## config.mk

```make
export PLATFORM = sky130hd
export DESIGN_NAME = uart_rx_deserializer
export DESIGN_NICKNAME = d
export VERILOG_FILES = /design/src/rtl/uart_rx_deserializer.sv
export SDC_FILE = /design/constraint.sdc
export NUM_CORES = 1
export LEC_CHECK = 0
export ABC_CLOCK_PERIOD_IN_PS = 3210
export BUFFER_PORTS_ARGS = -buffer_cell sky130_fd_sc_hd__buf_2
export CORE_ASPECT_RATIO = 0.8
export CORE_MARGIN = 4
export CORE_UTILIZATION = 45
export DETAILED_ROUTE_END_ITERATION = 8
export PLACE_DENSITY = 0.68
export RECOVER_POWER = 100
export SLEW_MARGIN = 25
export SYNTH_ARGS = -nofsm -noshare
export SYNTH_HDL_FRONTEND = slang
export SYNTH_SLANG_ARGS = --single-unit
```

## constraint.sdc

```tcl
create_clock -name clk -period 3.21 [get_ports clk]
set_input_delay 0.1605 -clock clk [delete_from_list [all_inputs] [get_ports clk]]
set_output_delay 0.1605 -clock clk [all_outputs]
set_load 0.05 [all_outputs]
```

## src/rtl/uart_rx_deserializer.sv

```systemverilog
// UART receive deserializer.
// Oversamples an asynchronous rx line and detects start bits. It shifts in
// LSB-first data, checks optional parity and one or two stop bits, and then
// presents each frame on a valid/ready port with per-frame error flags.
module uart_rx_deserializer #(
    parameter int DATA_BITS  = 8,
    parameter int OVERSAMPLE = 16,
    parameter int DIV_W      = 16
) (
    input  logic                 clk,
    input  logic                 rst,
    input  logic [DIV_W-1:0]     baud_div,
    input  logic                 parity_en,
    input  logic                 parity_odd,
    input  logic                 stop_bits2,
    input  logic                 rx,
    output logic [DATA_BITS-1:0] rx_data,
    output logic                 rx_valid,
    input  logic                 rx_ready,
    output logic                 parity_err,
    output logic                 frame_err,
    output logic                 overrun_err,
    output logic                 busy
);

    localparam int SAMP_W = $clog2(OVERSAMPLE);
    localparam int BIT_W  = $clog2(DATA_BITS) + 1;

    localparam logic [SAMP_W-1:0] SAMP_MID  = SAMP_W'(OVERSAMPLE/2 - 1);
    localparam logic [SAMP_W-1:0] SAMP_LAST = SAMP_W'(OVERSAMPLE - 1);
    localparam logic [BIT_W-1:0]  BIT_LAST  = BIT_W'(DATA_BITS - 1);

    typedef enum logic [2:0] {
        S_IDLE, S_START, S_DATA, S_PARITY, S_STOP1, S_STOP2
    } state_t;

    state_t state, state_nxt;

    logic                 rx_m, rx_s, rx_prev;
    logic [DIV_W-1:0]     div_cnt;
    logic [SAMP_W-1:0]    samp_cnt;
    logic [BIT_W-1:0]     bit_cnt;
    logic [DATA_BITS-1:0] shreg;
    logic                 cfg_par_en, cfg_odd, cfg_stop2;
    logic                 perr_acc, ferr_acc;

    logic tick, fall, mid_pt, bit_end;
    logic start_det, start_ok, samp_data, samp_par, samp_stop, complete;

    // A tick is raised on reaching baud_div. The >= keeps the divider from
    // running through its whole range if baud_div is lowered while counting.
    assign tick    = (div_cnt >= baud_div);
    assign fall    = rx_prev & ~rx_s;
    assign mid_pt  = tick && (samp_cnt == SAMP_MID);
    assign bit_end = tick && (samp_cnt == SAMP_LAST);

    // State register
    always_ff @(posedge clk) begin
        if (rst) state <= S_IDLE;
        else     state <= state_nxt;
    end

    // Next-state logic
    always_comb begin
        state_nxt = state;
        case (state)
            S_IDLE:   if (fall) state_nxt = S_START;
            S_START:  if (mid_pt) state_nxt = rx_s ? S_IDLE : S_DATA;
            S_DATA:   if (bit_end && bit_cnt == BIT_LAST)
                          state_nxt = cfg_par_en ? S_PARITY : S_STOP1;
            S_PARITY: if (bit_end) state_nxt = S_STOP1;
            S_STOP1:  if (bit_end) state_nxt = cfg_stop2 ? S_STOP2 : S_IDLE;
            S_STOP2:  if (bit_end) state_nxt = S_IDLE;
            default:  state_nxt = S_IDLE;
        endcase
    end

    // Per-state strobes that steer the datapath
    always_comb begin
        busy      = (state != S_IDLE);
        start_det = (state == S_IDLE) && fall;
        start_ok  = (state == S_START) && mid_pt;
        samp_data = (state == S_DATA) && bit_end;
        samp_par  = (state == S_PARITY) && bit_end;
        samp_stop = ((state == S_STOP1) || (state == S_STOP2)) && bit_end;
        complete  = bit_end && (((state == S_STOP1) && !cfg_stop2) ||
                                 (state == S_STOP2));
    end

    // Two-flop synchronizer plus edge register; all idle-high after reset
    always_ff @(posedge clk) begin
        if (rst) begin
            rx_m    <= 1'b1;
            rx_s    <= 1'b1;
            rx_prev <= 1'b1;
        end else begin
            rx_m    <= rx;
            rx_s    <= rx_m;
            rx_prev <= rx_s;
        end
    end

    // Baud tick divider, realigned to the detected start edge
    always_ff @(posedge clk) begin
        if (rst || start_det || tick) div_cnt <= '0;
        else                          div_cnt <= div_cnt + DIV_W'(1);
    end

    // Sample counter within a bit, and the data bit index
    always_ff @(posedge clk) begin
        if (rst || start_det || start_ok || (busy && bit_end)) samp_cnt <= '0;
        else if (busy && tick)                                 samp_cnt <= samp_cnt + SAMP_W'(1);

        if (rst || start_det) bit_cnt <= '0;
        else if (samp_data)   bit_cnt <= bit_cnt + BIT_W'(1);
    end

    // Frame assembly: config snapshot, shift register, error accumulation
    always_ff @(posedge clk) begin
        if (rst) begin
            shreg      <= '0;
            cfg_par_en <= 1'b0;
            cfg_odd    <= 1'b0;
            cfg_stop2  <= 1'b0;
            perr_acc   <= 1'b0;
            ferr_acc   <= 1'b0;
        end else begin
            if (start_det) begin
                cfg_par_en <= parity_en;
                cfg_odd    <= parity_odd;
                cfg_stop2  <= stop_bits2;
                perr_acc   <= 1'b0;
                ferr_acc   <= 1'b0;
            end
            if (samp_data) shreg <= {rx_s, shreg[DATA_BITS-1:1]};
            if (samp_par)  perr_acc <= (((^shreg) ^ rx_s) != cfg_odd);
            if (samp_stop && !rx_s) ferr_acc <= 1'b1;
        end
    end

    // Output holding register with valid/ready handshake and overrun pulse
    always_ff @(posedge clk) begin
        if (rst) begin
            rx_data     <= '0;
            rx_valid    <= 1'b0;
            parity_err  <= 1'b0;
            frame_err   <= 1'b0;
            overrun_err <= 1'b0;
        end else begin
            overrun_err <= 1'b0;
            if (complete) begin
                if (!rx_valid || rx_ready) begin
                    rx_data    <= shreg;
                    parity_err <= perr_acc;
                    // The final stop sample is taken this cycle, so fold it in directly.
                    frame_err  <= ferr_acc | ~rx_s;
                    rx_valid   <= 1'b1;
                end else begin
                    overrun_err <= 1'b1;
                end
            end else if (rx_valid && rx_ready) begin
                rx_valid   <= 1'b0;
                parity_err <= 1'b0;
                frame_err  <= 1'b0;
            end
        end
    end

endmodule

```

==> metrics.md, run 1 <==
| Metric | Value |
|---|---|
| CTS Buf Count | 5 |
| Async SR Flop Fraction | 0 |
| Post-Syn Area | 0.00295 mm2 |
| Detail Placement HPWL | 4430 um |
| Synthesis-to-layout area growth | 11.4% |
| Sequential area share after synthesis | 0.373 |
| Synthesized instance count | 337 |
| Met1 Use GR | 0.210 |
| Longest Clk Path Bufs | 2 |
| Fin crit period | 2.79 ns |
| Clock sinks | 55 |
| Die Area | 0.00793 mm2 |
| Via count of the routed design | 2396 |
| Met3 Use GR | 0.0339 |
| Detailed Route WL | 5840 um |
| Post_cts resized | 0 |
| Number of diodes | 0 |
| VDD IR max | 209 uV |
| GRT overflow | 0 |
| Post-synth cell types | 50 |
| Final net count | 412 |
| Gr busiest metal | met2 |
| Critical Path AT | 2.94 ns |
| Outcome | complete, no violations |
| Crit path capture type | flop |
| Starting density of the core | 0.463 |
| Worst EP required | 3.36 ns |
| Rel. slew slack | 0.0560 |
| WL/cell | 12.8 um |
| Layout cells sized above 1 | 0.113 |
| # H-tree levels | 2 |
| Setup Skew | 0.00986 ns |
| Largest net degree at the start of global routing | 41 |
| Unrepaired setup endpoints after global routing | no |
| # setup viols final | 0 |
| Pwr Total | 1.33 mW |
| Final Cycle Share | 0.868 |
| Fin util | 0.516 |
| Postcts setup bufs | 0 |
| Die Ht | 80.5 um |
| Port Buffers | 35 |
| Largest fanout on the critical path | 8 |
| Final setup TNS | 0 ns |
| Placed cells | 447 |
| Grt met2 use | 0.234 |
| Syn_area_per_cell | 8.76 um2 |
| Drc violations | 0 |
| Post-synth EDFFs | 0 |
| DR pass1 iterations | 4 |
| Max-slew violation count | 0 |
| Clk Latency, worst-skew pair | 0.31 ns |
| Fmax | 359 MHz |
| Core Area | 0.00638 mm2 |
| Post-CTS Hold Fix Bufs | 0 |
| Root buffer cell | clkbuf_8 |
| CP Class | flop to flop |
| Ys flop type | dfxtp_1 |
| Max cap viols | 0 |
| I/O Pins | 36 |
| Final cell count without fillers | 455 |
| Setup ws final | 0.423 ns |
| PwrDens | 403 mW/mm2 |
| P_leak | 1.32 nW |
| Global-route wire length before repair | 9870 um |
| Dpl ws | 0.596 ns |
| Mapped Nets | 379 |
| Post-route ant nets | 0 |
| Final Hold Vio Count | 0 |
| Clock-pin slew on the worst setup and hold paths | 0.10 ns |
| Tot GR Track Use | 0.151 |
| Critical Path Start Type | flop |
| CTS tree | built |
| Drt first-iter violations | 110 |
| Synth warn | 0 |
| DIE WIDTH | 98.6 um |
| Vias in the first global route | 2192 |
| Worst min path class | input port to flop |
| Average vias per placed instance | 5.27 |
| RD Place Congestion | 0.860 |
| #FFs+latches synth | 55 |
| Initial antenna violation count | 0 |
| # rows | 26 |
| Slew @ Worst Pin | 1.42 ns |
==> sequential cells by signal, indices dropped and copies added (netlist names) <==
register,count
div_cnt,16
rx_m,1
rx_valid,1
perr_acc,1
shreg,8
parity_err,1
cfg_odd,1
rx_prev,1
overrun_err,1
rx_s,1
frame_err,1
state,3
rx_data,8
bit_cnt,4
cfg_par_en,1
ferr_acc,1
cfg_stop2,1
samp_cnt,4
==> layout make-up <==
| type | count | area, um2 |
|---|---|---|
| fill | 629 | 3090 |
| sequential | 55 | 1100 |
| inverter | 25 | 93.8 |
| clock buffer | 5 | 68.8 |
| clock inverter | 3 | 67.6 |
| tap | 84 | 105 |
| timing repair buffer | 36 | 163 |
| multi-input combinational | 247 | 1690 |
==> Yosys cell counts, types with 5 or more instances <==
master     n  area share
dfxtp_1   55        0.37
nor2_1    40       0.051
mux2i_1   23       0.078
o21ai_0   10       0.017
nor3_1     6       0.010
nand4_1    7       0.015
xnor2_1   16       0.047
ha_1      19       0.081
xor2_1     9       0.027
inv_1     25       0.032
a21oi_1   16       0.027
nand3_1   11       0.019
nand2_1   22       0.028
or2_2      5       0.011
clkbuf_1   6      0.0076
nand2b_1  13       0.028
==> placed cells by master, fill, tap and decap left out, types with 13 or more instances in the layout <==
cell / instances
inv_1: 25
nand2_1: 22
nand2b_1: 13
nor2_1: 41
clkbuf_1: 14
xnor2_1: 16
mux2i_1: 23
ha_1: 19
buf_2: 21
a21oi_1: 17
dfxtp_1: 55
==> where the power goes <==
part | leakage, nW | internal (mW) | switching (mW)
combinational | 0.807 | 0.0377 | 0.0479
sequential | 0.444 | 0.689 | 0.00904
clock | 0.0644 | 0.311 | 0.232
total | 1.32 | 1.04 | 0.289
==> path summary, 6_finish.rpt <==
path	start	endpoint	slack, ns	cells past startpoint
hold / removal	rx	rx_m$_SDFF_PP1_	0.03	2
setup / recovery	div_cnt[9]$_SDFF_PP0_	rx_data[0]$_SDFFE_PP0P_	0.42	7
setup reg to reg	div_cnt[9]$_SDFF_PP0_	rx_data[0]$_SDFFE_PP0P_	0.42	7
hold reg to reg	rx_m$_SDFF_PP1_	rx_s$_SDFF_PP1_	0.42	1
==> metal layers <==
layer,wire length (um),up-vias,share of wire
met4,62,0,0.011
met2,2540,44,0.44
met5,0,-,0
met3,221,7,0.038
met1,3010,1101,0.52
li1,-,1244,-
==> metrics by stage <==
step	instance area, um2	hold WS (ns)
floorplan	2950	0.264
global placement	3200	0.343
detailed placement	3200	0.345
CTS	3340	0.0191
global route	3290	0.0150
finish	3290	0.0264
==> logic make-up after synthesis <==
| group | Yosys count | share of synthesized area |
|---|---|---|
| multiplexers | 23 | 0.0780 |
| XOR/XNOR | 25 | 0.0742 |
| AND/OR/NAND/NOR | 127 | 0.220 |
| AO/OA/AOI/OAI | 53 | 0.128 |
| flip-flops | 55 | 0.373 |
| buffers and inverters | 35 | 0.0458 |
| adder cells (fa/ha/maj) | 19 | 0.0805 |
==> worst max-delay path, stage by stage, from the launching register on <==
cell	delay, ns
dfxtp_1	0.37
ha_1	0.31
nand4_1	0.12
a211o_1	0.30
o32a_1	0.37
a211oi_2	0.82
mux2i_1	0.27
nor2_1	0.05
No activity file was read; power rests on OpenSTA's default activity.
==> run 2, diff against run 1 <==
--- a/config.mk
+++ b/config.mk
@@ -9,9 +9,9 @@
 export BUFFER_PORTS_ARGS = -buffer_cell sky130_fd_sc_hd__buf_2
 export CORE_ASPECT_RATIO = 0.8
 export CORE_MARGIN = 4
-export CORE_UTILIZATION = 45
+export CORE_UTILIZATION = 35
 export DETAILED_ROUTE_END_ITERATION = 8
-export PLACE_DENSITY = 0.68
+export PLACE_DENSITY = 0.57
 export RECOVER_POWER = 100
 export SLEW_MARGIN = 25
 export SYNTH_ARGS = -nofsm -noshare
==> constraint.sdc (replaced) <==
create_clock -name clk -period 3.21 [get_ports clk]
set_input_delay 0.1605 -clock clk [delete_from_list [all_inputs] [get_ports clk]]
set_output_delay 0.1605 -clock clk [all_outputs]
set_load 0.005 [all_outputs]
==> metrics.md, run 2 (synthesized netlist as in run 1, its figures left out) <==
| Metric | Value |
|---|---|
| Longest Clk Path Bufs | 2 (unchanged) |
| Post_cts resized | 0 (unchanged) |
| Rel. slew slack | 0.0171 (-0.0390) |
| Post-CTS Hold Fix Bufs | 0 (unchanged) |
| Global-route wire length before repair | 10300 um (+4.1%) |
| CTS Buf Count | 5 (unchanged) |
| Outcome | complete, no violations |
| Footprint of the multi-input gates | 0.00170 mm2 (+0.44%) |
| Starting density of the core | 0.367 (-0.0965) |
| Number of diodes | 0 (unchanged) |
| Fmax | 371 MHz (+3.3%) |
| Average vias per placed instance | 4.94 (-6.3%) |
| I/O Pins | 36 (unchanged) |
| DIE WIDTH | 111 um (+12%) |
| Slew @ Worst Pin | 1.47 ns (+0.0584 ns) |
| VDD IR max | 189 uV (-9.7%) |
| RD Place Congestion | 0.870 (+1.1%) |
| Largest registers | div_cnt (16), rx_data (8), shreg (8) |
| Worst EP required | 3.41 ns (+0.05 ns) |
| WP buf/inv | 0 (unchanged) |
| Critical Path AT | 2.89 ns (-0.05 ns) |
| Final net count | 412 (unchanged) |
| Clk Latency, worst-skew pair | 0.31 ns (about the same) |
| Initial antenna violation count | 0 (unchanged) |
| Postcts setup bufs | 0 (unchanged) |
| Unrepaired setup endpoints after global routing | no |
| Fin crit period | 2.70 ns (-0.0878 ns) |
| Clock-pin slew on the worst setup and hold paths | 0.11 ns (about the same) |
| Root buffer cell | clkbuf_8 |
| Crit. Startpoint | div_cnt[9]$_SDFF_PP0_ |
| RR Startpoint | div_cnt[9]$_SDFF_PP0_ |
| Max stage delay on crit path | 0.58 ns (-0.24 ns) |
| Core Area | 0.00806 mm2 (+26%) |
| Detailed Route WL | 6070 um (+3.9%) |
| Clock sinks | 55 (unchanged) |
| DR pass1 iterations | 4 (unchanged) |
| Detail Placement HPWL | 4530 um (+2.4%) |
| Fin util | 0.409 (-0.107) |
| Storage element area | 0.00110 mm2 (unchanged) |
| Setup Skew | 0.00998 ns (+0.000121 ns) |
| GRT overflow | 0 (unchanged) |
| WL/cell | 12.7 um (-1.3%) |
| Layout cells sized above 1 | 0.135 (+0.0216) |
| Most flop-heavy register | div_cnt |
| Final Cycle Share | 0.841 (-0.0274) |
| Max stage delay cell, worst path | a21oi_1 |
| Drt first-iter violations | 89 (-19%) |
| Pwr Total | 1.19 mW (-11%) |
| P_leak | 1.34 nW (+1.5%) |
| Vias in the first global route | 2226 (+1.6%) |
| Max-slew violation count | 0 (unchanged) |
| Port Buffers | 35 (unchanged) |
| Largest net degree at the start of global routing | 41 (unchanged) |
| CP Class | flop to flop |
| Synthesis-to-layout area growth | 11.6% |
| Hold wc startpoint | rx |
| Die Ht | 90.2 um (+12%) |
| Max cap viols | 0 (unchanged) |
| Die Area | 0.00998 mm2 (+26%) |
| Final setup TNS | 0 ns (unchanged) |
| Fill cells | 859 (+37%) |
| Critical Path Start Type | flop |
| PwrDens | 360 mW/mm2 (-11%) |
| # setup viols final | 0 (unchanged) |
| Via count of the routed design | 2364 (-1.3%) |
| Crit path capture type | flop |
| Post-route ant nets | 0 (unchanged) |
| Drc violations | 0 (unchanged) |
| CTS tree | built |
| Max reg flops | 16 (unchanged) |
| # rows | 29 (+12%) |
| Commonest non-fill, non-tap cell in the layout | dfxtp_1 |
| Delay-heaviest family, CP | compound AO/OA/AOI/OAI gates |
| Largest fanout on the critical path | 8 (unchanged) |
| # H-tree levels | 2 (unchanged) |
| Final Hold Vio Count | 0 (unchanged) |
| Worst min path class | input port to flop |
| Tot GR Track Use | 0.120 (-0.0305) |
| Commonest non-fill, non-tap cells in the layout | dfxtp_1, nor2_1, buf_2, inv_1, mux2i_1 |
| CP cell instances | ha_1 -> nand4_1 -> a211o_1 -> o32a_1 -> a21oi_1 -> nand3_2 -> mux2i_1 |
[run 2: changes by cell type in the layout (fill, tap and decap cells not counted), moves of 2 or more]
| cell | change |
|---|---|
| bufinv_16 | -2 |
| buf_2 | +8 |
| clkbuf_1 | -8 |
| inv_6 | +2 |
[run 2: worst register-to-register path, cell delays in order (launching register included)]
cell and delay (ns):
dfxtp_1 0.39, ha_1 0.32, nand4_1 0.10, a211o_1 0.30, o32a_1 0.39, a21oi_1 0.58
nand3_2 0.34, mux2i_1 0.19
[run 2: path summary, 6_finish.rpt]
kind	endpoint	slack (ns)	cells past startpoint
min reg2reg	rx_s$_SDFF_PP1_	0.43	1
max reg2reg	shreg[1]$_SDFFE_PP0P_	0.51	7
max	shreg[1]$_SDFFE_PP0P_	0.51	7
min	rx_m$_SDFF_PP1_	0.02	2
[run 2: per-stage QoR]
step | hold slack [ns] | setup WS (ns) | area, um2 | instances
finish | 0.0250 | 0.511 | 3300 | 479
floorplan | 0.264 | 0.945 | 2950 | 337
global placement | 0.342 | 0.599 | 3230 | 471
global route | 0.0110 | 0.254 | 3300 | 479
CTS | 0.0135 | 0.523 | 3320 | 479
detailed placement | 0.347 | 0.622 | 3230 | 471
[run 2: cell type report]
| cell class | instances | area share |
|---|---|---|
| clock buffer | 5 | 0.0209 |
| multi-input combinational | 247 | 0.515 |
| sequential | 55 | 0.334 |
| clock inverter | 3 | 0.00797 |
| inverter | 25 | 0.0285 |
| timing repair buffer | 36 | 0.0524 |
| tap | 108 | 0.0410 |
[run 2: routing by layer]
layer | GRT usage | wire, um | share of wire | vias to the layer above
li1 | - | - | - | 1246
met1 | 0.174 | 3210 | 0.53 | 1082
met2 | 0.182 | 2630 | 0.43 | 32
met3 | 0.0248 | 172 | 0.028 | 4
met4 | 0.0328 | 60 | 0.0099 | 0
met5 | 0 | 0 | 0 | -
[run 2: where the power goes]
part	switching (mW)	internal, mW	total [mW]
Combinational	0.0448	0.0378	0.0826
Clock	0.245	0.161	0.407
Sequential	0.00914	0.689	0.698
Total	0.299	0.888	1.19
